File: src/rtl/fadd_accum.sv
// Sum-reduction controller around an external combinational fadd datapath.
// It feeds {running sum, operand} to fadd, registers the result on each accepted beat, and returns the sum with sticky flags.
module fadd_accum #(
    parameter int exp   = 8,
    parameter int frac  = 23,
    parameter int CNT_W = 16,
    localparam int width = exp + frac + 1
) (
    input  logic             clk,
    input  logic             rst,
    input  logic             start,
    input  logic             round_mode,
    input  logic             in_valid,
    input  logic [width-1:0] in_data,
    input  logic             in_last,
    output logic             in_ready,
    output logic [width-1:0] fa_a,
    output logic [width-1:0] fa_b,
    output logic             fa_round_mode,
    input  logic [width-1:0] fa_r,
    input  logic [4:0]       fa_flags,
    output logic             out_valid,
    output logic [width-1:0] out_data,
    output logic [4:0]       out_flags,
    output logic [CNT_W-1:0] out_count,
    input  logic             out_ready,
    output logic             busy
);

    localparam logic [1:0] S_IDLE  = 2'd0;
    localparam logic [1:0] S_ACCUM = 2'd1;
    localparam logic [1:0] S_DONE  = 2'd2;

    logic [1:0]       state_q, state_d;
    logic [width-1:0] acc_q,   acc_d;
    logic [4:0]       flags_q, flags_d;
    logic [CNT_W-1:0] count_q, count_d;
    logic             mode_q,  mode_d;

    always_comb begin
        // NOTE: every next-state signal gets a hold default first so no path leaves it unassigned (no latch).
        state_d = state_q;
        acc_d   = acc_q;
        flags_d = flags_q;
        count_d = count_q;
        mode_d  = mode_q;

        case (state_q)
            S_IDLE: begin
                if (start) begin
                    state_d = S_ACCUM;
                    acc_d   = '0;
                    flags_d = '0;
                    count_d = '0;
                    mode_d  = round_mode;
                end
            end
            S_ACCUM: begin
                if (in_valid) begin
                    acc_d   = fa_r;
                    flags_d = flags_q | fa_flags;
                    if (count_q != {CNT_W{1'b1}}) begin
                        count_d = count_q + 1'b1;
                    end
                    if (in_last) begin
                        state_d = S_DONE;
                    end
                end
            end
            S_DONE: begin
                // A start coinciding with the result handshake chains straight into the next reduction.
                if (out_ready) begin
                    if (start) begin
                        state_d = S_ACCUM;
                        acc_d   = '0;
                        flags_d = '0;
                        count_d = '0;
                        mode_d  = round_mode;
                    end else begin
                        state_d = S_IDLE;
                    end
                end
            end
            default: state_d = S_IDLE;
        endcase
    end

    // NOTE: sequential state uses non-blocking assignments so all registers update from the same pre-edge values.
    always_ff @(posedge clk or posedge rst) begin
        if (rst) begin
            state_q <= S_IDLE;
            acc_q   <= '0;
            flags_q <= '0;
            count_q <= '0;
            mode_q  <= 1'b0;
        end else begin
            state_q <= state_d;
            acc_q   <= acc_d;
            flags_q <= flags_d;
            count_q <= count_d;
            mode_q  <= mode_d;
        end
    end

    assign in_ready      = (state_q == S_ACCUM);
    assign out_valid     = (state_q == S_DONE);
    assign busy          = (state_q == S_ACCUM) || (state_q == S_DONE);
    assign fa_a          = acc_q;
    assign fa_b          = in_data;
    assign fa_round_mode = mode_q;
    assign out_data      = acc_q;
    assign out_flags     = flags_q;
    assign out_count     = count_q;

endmodule

File: config.mk
export PLATFORM = sky130hd
export DESIGN_NAME = fadd_accum
export DESIGN_NICKNAME = d
export VERILOG_FILES = /design/src/rtl/fadd_accum.sv
export SDC_FILE = /design/constraint.sdc
export NUM_CORES = 1
export LEC_CHECK = 0
export CORE_MARGIN = 4
export CORE_UTILIZATION = 34
export DETAILED_ROUTE_END_ITERATION = 8
export GPL_TIMING_DRIVEN = 0
export HOLD_SLACK_MARGIN = 0.12
export PLACE_DENSITY = 0.77
export REMOVE_ABC_BUFFERS = 1
export SLEW_MARGIN = 5
export SYNTH_ARGS = -nofsm -noshare
export SYNTH_HDL_FRONTEND = slang
export SYNTH_SLANG_ARGS = --single-unit
File: constraint.sdc
create_clock -name clk -period 2.1 [get_ports clk]
set_input_delay 0.315 -clock clk [delete_from_list [all_inputs] [get_ports clk]]
set_output_delay 0.315 -clock clk [all_outputs]
set_load 0.05 [all_outputs]
==> results.md, run 1 <==
* Commonest non-fill, non-tap cell in the layout: clkdlybuf4s50_1
* EDFF count, synth at 0
* Worst-Margin Slew at 0.670 ns
* WL final at 10400 µm
* Avg WL per Cell at 18.5 µm
* Tcrit/Tclk final at 0.969
* Min-delay worst type: input port to async pin
* Final Worst Setup Slack at 0.0644 ns
* Fillers at 907
* Die Width at 106 µm
* H-tree depth at 2
* Place WS at -1.21 ns
* Seq/Total Area, Yosys at 0.429
* F_max at 0.491 GHz
* I/O pin cnt at 197
* Critical path's top delay family: simple AND/OR/NAND/NOR gates
* # DRC at 0
* Synth Flop Type: dfrtp_1
* P_leak at 2.07 nW
* Layout cell share with drive strength beyond 1 at 0.151
* Synth cell types at 43
* P&R area growth vs syn at 40.3%
* Cts hold-fix bufs at 0
* Vias per cell at 4.95
* Power per Cell Area at 1850 nW/µm²
* Biggest area consumer among synthesized cells: dfrtp_1
* Max Slew Vio Count at 0
* Total track usage at 0.183
* Overall power at 8.48 mW
* Run status: completed
* Via Count at 2796
* Worst EP required at 2.31 ns
* Arr. time, crit path at 2.25 ns
* Starting DRT DRC Count at 102
* TritonCTS clock tree: built
* Highest fanout seen on the critical path at 13
* CTS buffer count at 5
* Most frequent cells in the layout: 128 x clkdlybuf4s50_1, 73 x nand2_1, 54 x dfrtp_1, 38 x nand3_1, 16 x buf_4
* Die Y at 106 µm
* Vias in the first global route at 2822
* Largest cells by area after synthesis: dfrtp_1 43%, buf_4 15%, nand2_1 8.4%
* Clock sink count at 56
* Max-cap violations at 0
* Die area at 11200 µm²
* Synth Instances at 354
* CP Cell Sequence: buf_4 > ha_4 > nand4_1 > nor4_4 > or4_4 > o41ai_2
* CTS Buffer Depth at 2
* Slew headroom at 0.553
* Root Buffer: clkbuf_8
* Initial Util at 0.352
* Post-synth ARST share at 1.00
* RSZ-0062 raised after global routing: true
* Rows at 35
* Initial antenna violation count at 0
* Largest net degree at the start of global routing at 32
* Final Wtd Congestion at 0.812
* Gr ovfl total at 0
* Share of the synthesized area in the top cell type at 0.429
* Detail Route Antenna Nets at 0
* Bufs and invs on worst path at 1
* Final HPWL DP at 7070 µm
* Clk slew on worst S/H paths at 0.11 ns
* Inserted Diodes at 0
* Worst Skew at 0.00631 ns
* Cell area after synthesis at 3270 µm²
* Final nets at 517
* Max VDD drop at 1020 µV
* Drt pass-1 iters at 4
* Crit start category: flop
* Flops & latches, synth at 56
* Min cycle time layout at 2.04 ns
* Worst-Skew Late Latency at 0.31 ns
* Endpoints failing setup at 0
* Slowest CP cell: or4_4
* Fin. Hold Viols at 0
* Worst setup EP type: flop
* Number of synthesis warnings at 0
* Core area at 9280 µm²
* WS Path Type: flop to flop
* Avg Cell Area, Syn at 9.23 µm²
* IO Port Bufs at 132
* Crit path largest cell delay at 0.66 ns
* First-pass GRT wire length at 16200 µm
==> cell usage after synthesis, types with 2 or more instances <==
master	instances
and2_1	4
dfrtp_1	56
o31ai_1	14
a41oi_1	4
a211o_1	2
mux2_2	3
nand4_2	2
ha_1	6
and3_1	5
nand2b_1	4
inv_1	5
clkbuf_1	11
buf_4	64
nand2_1	73
nor2_1	10
o31ai_2	7
a31oi_1	3
buf_6	2
o21ai_1	3
buf_2	7
o21ai_0	3
nand3_1	38
a21oi_1	8
==> cells by family after synthesis <==
group / synth area share
compound gates: 0.133
fa+ha+maj: 0.0230
buf+inv: 0.183
flops: 0.429
mux: 0.0103
simple gates: 0.221
==> stage by stage <==
| step | utilization | area [µm²] | setup TNS, ns | std cells | hold slack, ns |
|---|---|---|---|---|---|
| CTS | 0.487 | 4520 | 0 | 560 | 0.448 |
| detailed placement | 0.454 | 4220 | -51.91 | 534 | 0.481 |
| floorplan | - | 2690 | -51.22 | 270 | 0.448 |
| global placement | 0.449 | 4170 | -125.18 | 531 | 0.476 |
| global route | 0.494 | 4580 | -0.0117 | 565 | 0.489 |
| finish | 0.494 | 4580 | 0 | 565 | 0.425 |
==> layer usage <==
layer | vias to the layer above | part of all wire | global-route usage
li1 | 1315 | - | -
met1 | 1340 | 0.42 | 0.234
met2 | 129 | 0.47 | 0.289
met3 | 12 | 0.090 | 0.0716
met4 | 0 | 0.016 | 0.0435
met5 | - | 0 | 0.00952
==> worst paths after layout <==
| kind | from | cells after the start | slack [ns] | end |
|---|---|---|---|---|
| max | state_q[0] | 6 | 0.06 | out_count[12] |
| min | rst | 2 | 0.42 | fa_a[16] |
| max reg2reg | state_q[0] | 6 | 0.06 | out_count[12] |
| min reg2reg | fa_a[22] | 2 | 0.50 | fa_a[22] |
| max in group asynchronous | rst | 3 | 1.07 | state_q[1] |
| min in group clk | fa_a[22] | 2 | 0.50 | fa_a[22] |
==> flip-flops by register name, summed over array words and instances (netlist names) <==
signal and count:
fa_a 32, out_count 16, fa_round_mode 1, state_q 2
out_flags 5
==> final cells by class <==
cell class,instances,area [µm²],share of cell area
clock buffer,5,68.8,0.0150
clock inverter,3,21.3,0.00464
inverter,5,22.5,0.00491
multi-input combinational,210,1330,0.290
sequential,56,1400,0.306
tap,129,161,0.0352
timing repair buffer,157,1580,0.344
==> power breakdown <==
| part | switching, mW | internal [mW] |
|---|---|---|
| Combinational | 4.02 | 2.04 |
| Clock | 0.375 | 0.238 |
| Sequential | 0.332 | 1.48 |
==> repair_timing <==
item | CTS | global route
pin swaps | 4 | 2
gates resized for setup | 15 | 4
cloned | 1 | 0
endpoints found under the setup margin | 59 | 16
endpoints found under the hold margin | 0 | 0
buffers inserted | 17 | 5
Power figures use the tool's default switching activity.
==> run 2, diff against run 1 <==
--- a/config.mk
+++ b/config.mk
@@ -5,6 +5,7 @@
 export SDC_FILE = /design/constraint.sdc
 export NUM_CORES = 1
 export LEC_CHECK = 0
+export CAP_MARGIN = 10
 export CORE_MARGIN = 4
 export CORE_UTILIZATION = 34
 export DETAILED_ROUTE_END_ITERATION = 8
==> results of run 2 <==
The final DEF is identical to that of run 1; final timing and power are the same.
